==> config.mk <==
export PLATFORM = sky130hd
export DESIGN_NAME = uart_rx_flat
export DESIGN_NICKNAME = d
export VERILOG_FILES = /design/src/rtl/uart_rx_if.sv /design/src/rtl/uart_rx.sv /design/src/flat_wrapper.sv
export SDC_FILE = /design/constraint.sdc
export NUM_CORES = 1
export LEC_CHECK = 0
export BUFFER_PORTS_ARGS = -buffer_cell sky130_fd_sc_hd__clkbuf_2
export CORE_MARGIN = 3
export CORE_UTILIZATION = 48
export DETAILED_ROUTE_END_ITERATION = 16
export GPL_TIMING_DRIVEN = 0
export PLACE_DENSITY = 0.78
export SYNTH_ARGS = -nofsm -noshare
export SYNTH_HDL_FRONTEND = slang
export SYNTH_SLANG_ARGS = --single-unit
==> constraint.sdc <==
create_clock -name clk -period 1.4 [get_ports clk]
set_input_delay 0.14 -clock clk [delete_from_list [all_inputs] [get_ports clk]]
set_output_delay 0.14 -clock clk [all_outputs]
set_load 0.01 [all_outputs]
==> src/rtl/uart_rx_if.sv <==
`default_nettype none
// ============================================================================
// Module   : uart_rx_if
// Purpose  : Byte-side and line-side signal bundle for the UART receiver.
//            The master modport belongs to the receiver and the slave modport
//            to whatever drives the line and consumes the bytes.
// Signals  : rx           serial line, idles high
//            rx_ready     consumer accepts the byte when rx_valid && rx_ready
//            rx_data      received byte, stable while rx_valid is high
//            rx_valid     byte available, held until accepted
//            rx_frame_err one-cycle pulse, stop bit sampled low
//            rx_overrun   one-cycle pulse, byte dropped because the previous
//                         byte was still unaccepted
// Revision : 1.0 - initial release
// ============================================================================
interface uart_rx_if;
    logic       rx;
    logic       rx_ready;
    logic [7:0] rx_data;
    logic       rx_valid;
    logic       rx_frame_err;
    logic       rx_overrun;

    modport master (
        input  rx,
        input  rx_ready,
        output rx_data,
        output rx_valid,
        output rx_frame_err,
        output rx_overrun
    );

    modport slave (
        output rx,
        output rx_ready,
        input  rx_data,
        input  rx_valid,
        input  rx_frame_err,
        input  rx_overrun
    );
endinterface
`default_nettype wire

==> src/rtl/uart_rx.sv <==
`default_nettype none
// ============================================================================
// Module   : uart_rx
// Purpose  : 8N1 UART receiver. Bit timing comes from an internal cycle
//            counter on the single system clock. Received bytes are offered
//            on a valid/ready interface; framing errors and overruns are
//            reported as one-cycle pulses.
// Ports    : clk  system clock, all logic on posedge
//            rst  synchronous active-high reset
//            bus  uart_rx_if.master (rx, rx_ready in; rx_data, rx_valid,
//                 rx_frame_err, rx_overrun out)
// Params   : CLKS_PER_BIT  clk cycles per bit (>= 4)
//            MSB_FIRST     0: data bit 0 first on the line, 1: bit 7 first
// Revision : 1.0 - initial release
// ============================================================================
module uart_rx #(
    parameter int CLKS_PER_BIT = 868,
    parameter bit MSB_FIRST    = 1'b0
) (
    input  wire logic  clk,
    input  wire logic  rst,
    uart_rx_if.master  bus
);

    localparam int c_CNT_W = $clog2(CLKS_PER_BIT);
    localparam int c_HALF  = CLKS_PER_BIT / 2;

    localparam logic [c_CNT_W-1:0] c_HALF_LAST = c_CNT_W'(c_HALF - 1);
    localparam logic [c_CNT_W-1:0] c_BIT_LAST  = c_CNT_W'(CLKS_PER_BIT - 1);
    localparam logic [c_CNT_W-1:0] c_CNT_ONE   = c_CNT_W'(1);

    typedef enum logic [2:0] {
        S_IDLE      = 3'd0,
        S_START     = 3'd1,
        S_DATA      = 3'd2,
        S_STOP      = 3'd3,
        S_WAIT_IDLE = 3'd4
    } state_t;

    // Line synchronizer and edge detect
    logic       r_sync1;
    logic       r_rx_s;
    logic       r_rx_prev;
    logic [1:0] r_sync_vld;
    logic       w_start;

    // FSM and datapath
    state_t               r_state, w_state_nxt;
    logic [c_CNT_W-1:0]   r_cnt, w_cnt_nxt;
    logic [2:0]           r_bit_idx, w_bit_idx_nxt;
    logic [7:0]           r_shreg, w_shreg_nxt;
    logic                 w_deliver;
    logic                 w_frame_err;

    // Byte-side outputs
    logic [7:0] r_data;
    logic       r_valid;
    logic       r_frame_err;
    logic       r_overrun;

    // The synchronizer flops reset to 1, so for two cycles after reset r_rx_s
    // reflects the reset value rather than the line. r_sync_vld tracks when
    // r_rx_s carries a real sample; r_rx_prev only records a genuine high, so
    // a line held low through reset never looks like a falling edge.
    always_ff @(posedge clk) begin
        if (rst) begin
            r_sync1    <= 1'b1;
            r_rx_s     <= 1'b1;
            r_rx_prev  <= 1'b0;
            r_sync_vld <= 2'b00;
        end else begin
            r_sync1    <= bus.rx;
            r_rx_s     <= r_sync1;
            r_rx_prev  <= r_rx_s & r_sync_vld[1];
            r_sync_vld <= {r_sync_vld[0], 1'b1};
        end
    end

    assign w_start = r_rx_prev & ~r_rx_s;

    always_ff @(posedge clk) begin
        if (rst) begin
            r_state   <= S_IDLE;
            r_cnt     <= '0;
            r_bit_idx <= 3'd0;
            r_shreg   <= 8'h00;
        end else begin
            r_state   <= w_state_nxt;
            r_cnt     <= w_cnt_nxt;
            r_bit_idx <= w_bit_idx_nxt;
            r_shreg   <= w_shreg_nxt;
        end
    end

    always_comb begin
        w_state_nxt   = r_state;
        w_cnt_nxt     = r_cnt + c_CNT_ONE;
        w_bit_idx_nxt = r_bit_idx;
        w_shreg_nxt   = r_shreg;
        w_deliver     = 1'b0;
        w_frame_err   = 1'b0;

        case (r_state)
            S_IDLE: begin
                w_cnt_nxt = '0;
                if (w_start) begin
                    w_state_nxt = S_START;
                    // The detect cycle is already the first cycle of the
                    // start bit, so counting resumes at one.
                    w_cnt_nxt   = c_CNT_ONE;
                end
            end

            S_START: begin
                if (r_cnt == c_HALF_LAST) begin
                    w_cnt_nxt = '0;
                    if (!r_rx_s) begin
                        w_state_nxt   = S_DATA;
                        w_bit_idx_nxt = 3'd0;
                    end else begin
                        // Line back high at mid start bit: a glitch
                        w_state_nxt = S_IDLE;
                    end
                end
            end

            S_DATA: begin
                if (r_cnt == c_BIT_LAST) begin
                    w_cnt_nxt = '0;
                    if (MSB_FIRST) begin
                        w_shreg_nxt = {r_shreg[6:0], r_rx_s};
                    end else begin
                        w_shreg_nxt = {r_rx_s, r_shreg[7:1]};
                    end
                    if (r_bit_idx == 3'd7) begin
                        w_state_nxt = S_STOP;
                    end else begin
                        w_bit_idx_nxt = r_bit_idx + 3'd1;
                    end
                end
            end

            S_STOP: begin
                if (r_cnt == c_BIT_LAST) begin
                    w_cnt_nxt = '0;
                    if (r_rx_s) begin
                        w_deliver   = 1'b1;
                        w_state_nxt = S_IDLE;
                    end else begin
                        w_frame_err = 1'b1;
                        w_state_nxt = S_WAIT_IDLE;
                    end
                end
            end

            S_WAIT_IDLE: begin
                // A low stop bit may be the start of a break; hold off until
                // the line has recovered so the break is reported only once.
                w_cnt_nxt = '0;
                if (r_rx_s) begin
                    w_state_nxt = S_IDLE;
                end
            end

            default: begin
                w_state_nxt = S_IDLE;
                w_cnt_nxt   = '0;
            end
        endcase
    end

    // A delivery wins over an accept on the same edge: rx_valid stays high
    // and carries the new byte. A delivery into an unaccepted slot keeps the
    // old byte and reports the loss.
    always_ff @(posedge clk) begin
        if (rst) begin
            r_data      <= 8'h00;
            r_valid     <= 1'b0;
            r_frame_err <= 1'b0;
            r_overrun   <= 1'b0;
        end else begin
            r_frame_err <= w_frame_err;
            r_overrun   <= 1'b0;
            if (w_deliver) begin
                if (!r_valid || bus.rx_ready) begin
                    r_data  <= r_shreg;
                    r_valid <= 1'b1;
                end else begin
                    r_overrun <= 1'b1;
                end
            end else if (r_valid && bus.rx_ready) begin
                r_valid <= 1'b0;
            end
        end
    end

    assign bus.rx_data      = r_data;
    assign bus.rx_valid     = r_valid;
    assign bus.rx_frame_err = r_frame_err;
    assign bus.rx_overrun   = r_overrun;

endmodule
`default_nettype wire

==> src/flat_wrapper.sv <==
// flat-port wrapper written by rule: the top's interface ports become plain ports
module uart_rx_flat 
#(
    parameter int CLKS_PER_BIT = 868,
    parameter bit MSB_FIRST    = 1'b0
)
  (clk, rst, bus_rx, bus_rx_ready, bus_rx_data, bus_rx_valid, bus_rx_frame_err, bus_rx_overrun);
  uart_rx_if bus_i ();
  input  wire logic clk;
  input  wire logic rst;
  input wire logic [$bits(bus_i.rx)-1:0] bus_rx;
  input wire logic [$bits(bus_i.rx_ready)-1:0] bus_rx_ready;
  output wire logic [$bits(bus_i.rx_data)-1:0] bus_rx_data;
  output wire logic [$bits(bus_i.rx_valid)-1:0] bus_rx_valid;
  output wire logic [$bits(bus_i.rx_frame_err)-1:0] bus_rx_frame_err;
  output wire logic [$bits(bus_i.rx_overrun)-1:0] bus_rx_overrun;
  assign bus_i.rx = bus_rx;
  assign bus_i.rx_ready = bus_rx_ready;
  assign bus_rx_data = bus_i.rx_data;
  assign bus_rx_valid = bus_i.rx_valid;
  assign bus_rx_frame_err = bus_i.rx_frame_err;
  assign bus_rx_overrun = bus_i.rx_overrun;
  uart_rx #(.CLKS_PER_BIT(CLKS_PER_BIT), .MSB_FIRST(MSB_FIRST)) u_core (.clk(clk), .rst(rst), .bus(bus_i));
endmodule
==> flow_summary.yaml <==
yosys:
  syn-cell-area_mm2: 0.001794
  yosys.area.top_type: "dfxtp_1"
  synth_warnings: 0
  ys_top_cells_by_count: "40 x dfxtp_1, 23 x nand2_1, 22 x nor2_1, 20 x mux2i_1, 6 x nand3_1"
  syn_nets: 189
  yosysSeqAreaShare_pct: 44.63
  synth_ff_type: "dfxtp_1"
  synthArstFlopShare_pct: 0
  synth.ff_latch_count: 40
  synth.area.top_cells: "dfxtp_1 45%, mux2i_1 11%, nand2_1 4.8%"
  synth_edf_count: 0
  avgSynthCellArea_um2: 9.913
  yosys.area.top_type_share_pct: 44.63
  synth_most_common_cell: "dfxtp_1"
  yosysUniqueCellTypes: 44
  netlist_instances: 181
timing:
  slew_viol_final: 0
  final.period_utilization_pct: 117.8
  final-setup-viol-count: 33
  rsz0062_at_grt: "yes"
  whs_ns: 0.04670
  hold_viol: 0
  max_freq_mhz: 606.3
  setup_ws_ns: -0.2493
  slew-limit-headroom_pct: 64.66
  worst_pin_slew_ns: 0.5300
  fin_skew_ns: 0.009471
  fin_crit_ns: 1.649
  tns_ns: -5.119
floorplanning:
  die_x_um: 67.14
  coreArea_mm2: 0.003468
  placementRows: 21
  ios: 15
  die_height_um: 67.14
  initial_core_util_pct: 51.73
  die_area_mm2: 0.004508
layout:
  drive_above_1_share_pct: 41.30
  syn2layout_area_growth_pct: 36.26
  layout.area.seq_um2: 828.3
  num_antenna_cells: 0
  nFillCells: 238
  layout.nets: 238
  multi_input_area_mm2: 0.001079
  stdcell_count: 276
worst_setup_path:
  cp.required_ns: 1.61
  worstSetupEndpointType: "flop"
  path_class: "reg -> reg"
  crit_path_start_kind: "flop"
  cp.arrival_ns: 1.86
  path_max_fanout: 5
place:
  preCtsSetupSlack_ns: -0.2623
  place_inst: 241
  portBuffers: 14
  hpwl_mm: 2.436
  gp_congestion: 0.8446
power_and_ir_drop:
  p_seq_share_pct: 59.2
  ir_drop_uv: 479.3
  clock_power_share_pct: 37.7
  total_power_mw: 1.929
  combPwrFrac_pct: 3.1
  switching_power_uw: 430.5
  switching_share_pct: 22.32
  cellPowerDensity_mw_per_mm2: 789.0
  p_int_mw: 1.499
  power.leakage_nw: 0.9517
status:
  outcome: "finished with violations"
  violations: "setup timing"
drt:
  wirelength_mm: 4.506
  wire_per_inst_um: 16.33
  num_vias: 1497
  viasPerCell: 5.424
  drt_iter0_markers: 188
  antenna_left: 0
  dr.pass1.iters: 4
  drc: 0
global_routing:
  overflow: 0
  grt_max_degree: 12
  antenna_found_initial: 0
  track_usage_pct: 19.88
  grt_pass1_wl_mm: 6.837
  grt_pass1_vias: 1426
clocking:
  cts.root.buffer_cell: "clkbuf_8"
  cts.reportedPaths.clkPinSlew_ns: 0.08
  clk_path_buf_depth: 2
  clock_sinks: 40
  cts_buffers: 5
  insertion_delay_ns: 0.29
  hold_buffers: 0
  h-tree-depth: 2
  cts_tree: "yes"
min_path:
  hold_path.class: "in -> reg"
run:
  drv_cap: 0
## registers in the layout, indices dropped and copies added, names as in the netlist
name,count
u_core.bus.rx_data,8
u_core.bus.rx_frame_err,1
u_core.bus.rx_overrun,1
u_core.bus.rx_valid,1
u_core.r_bit_idx,3
u_core.r_cnt,10
u_core.r_rx_prev,1
u_core.r_rx_s,1
u_core.r_shreg,8
u_core.r_state,3
u_core.r_sync1,1
u_core.r_sync_vld,2
## critical path, cell delays in order (launching register included)
cell	delay [ns]
dfxtp_4	0.37
ha_4	0.16
and3_4	0.16
buf_6	0.12
a311oi_4	0.35
buf_4	0.19
o21ai_4	0.08
nor2_1	0.14
## layout by cell type (no fill, tap or decap), drive strengths merged, types with 4 or more instances in the layout
master,instances
mux2i,20
clkbuf,23
dfxtp,40
nand3,6
ha,4
buf,34
nor2,22
o21ai,4
nand2,23
nor3b,4
xor2,5
nand4,6
## final timing paths
path | startpoint | end | depth (start not counted) | slack [ns]
worst max-delay path | u_core.r_cnt[0] | u_core.r_cnt[2] | 7 | -0.25
worst min-delay path | bus_rx | u_core.r_sync1 | 2 | 0.05
worst max register to register | u_core.r_cnt[0] | u_core.r_cnt[2] | 7 | -0.25
worst min register to register | u_core.r_sync1 | u_core.r_rx_s | 1 | 0.42
## power by group through the flow
stage / combinational [mW] / clock, mW / sequential [mW]
3_3_place_gp: 0.0445 / 0 / 1.18
6_report: 0.0602 / 0.727 / 1.14
4_1_cts: 0.0509 / 0.728 / 1.15
3_5_place_dp: 0.0470 / 0 / 1.18
2_1_floorplan: 0.0326 / 0 / 1.17
5_1_grt: 0.0653 / 0.794 / 1.14
## what timing repair did
action                     in CTS  in global routing
setup endpoints to repair      33                 33
pin swaps                       8                 18
resized for setup               8                 28
gates cloned                    1                  1
buffers inserted               13                 15
## metal layers
metal | wire, um | global-route usage (%) | up-vias
li1 | - | - | 726
met1 | 2038 | 25.75 | 725
met2 | 2196 | 32.52 | 32
met3 | 141 | 4.493 | 14
met4 | 129 | 6.835 | 0
met5 | 0 | 0 | -
## stage by stage
step | util, % | cell area (um^2)
finish | 70.49 | 2445
detailed placement | 57.97 | 2011
global route | 70.49 | 2445
CTS | 64.36 | 2232
floorplan | - | 1883
global placement | 57.97 | 2011
## cells by family (layout without fill, tap and decap cells)
family | count (synthesis) | count (layout) | synth area share [%]
muxes | 20 | 20 | 11.16
adders and majority gates | 4 | 4 | 2.790
AOI/OAI and AO/OA | 13 | 14 | 6.695
DFF | 40 | 40 | 44.63
and+or+nand+nor | 82 | 82 | 26.64
xor gates and xnor gates | 8 | 8 | 3.905
buffers and inverters | 14 | 62 | 4.183
## layout make-up
| cell class | count | area share (%) |
|---|---|---|
| multi-input cells | 128 | 44.11 |
| flip-flops and latches | 40 | 33.88 |
| repair buffers | 43 | 13.10 |
| clock buffers | 6 | 2.968 |
| plain buffers | 8 | 2.610 |
| well taps | 46 | 2.354 |
| inverters | 4 | 0.7677 |
| clock inverters | 1 | 0.2047 |
No activity file was read; power rests on OpenSTA's default activity.
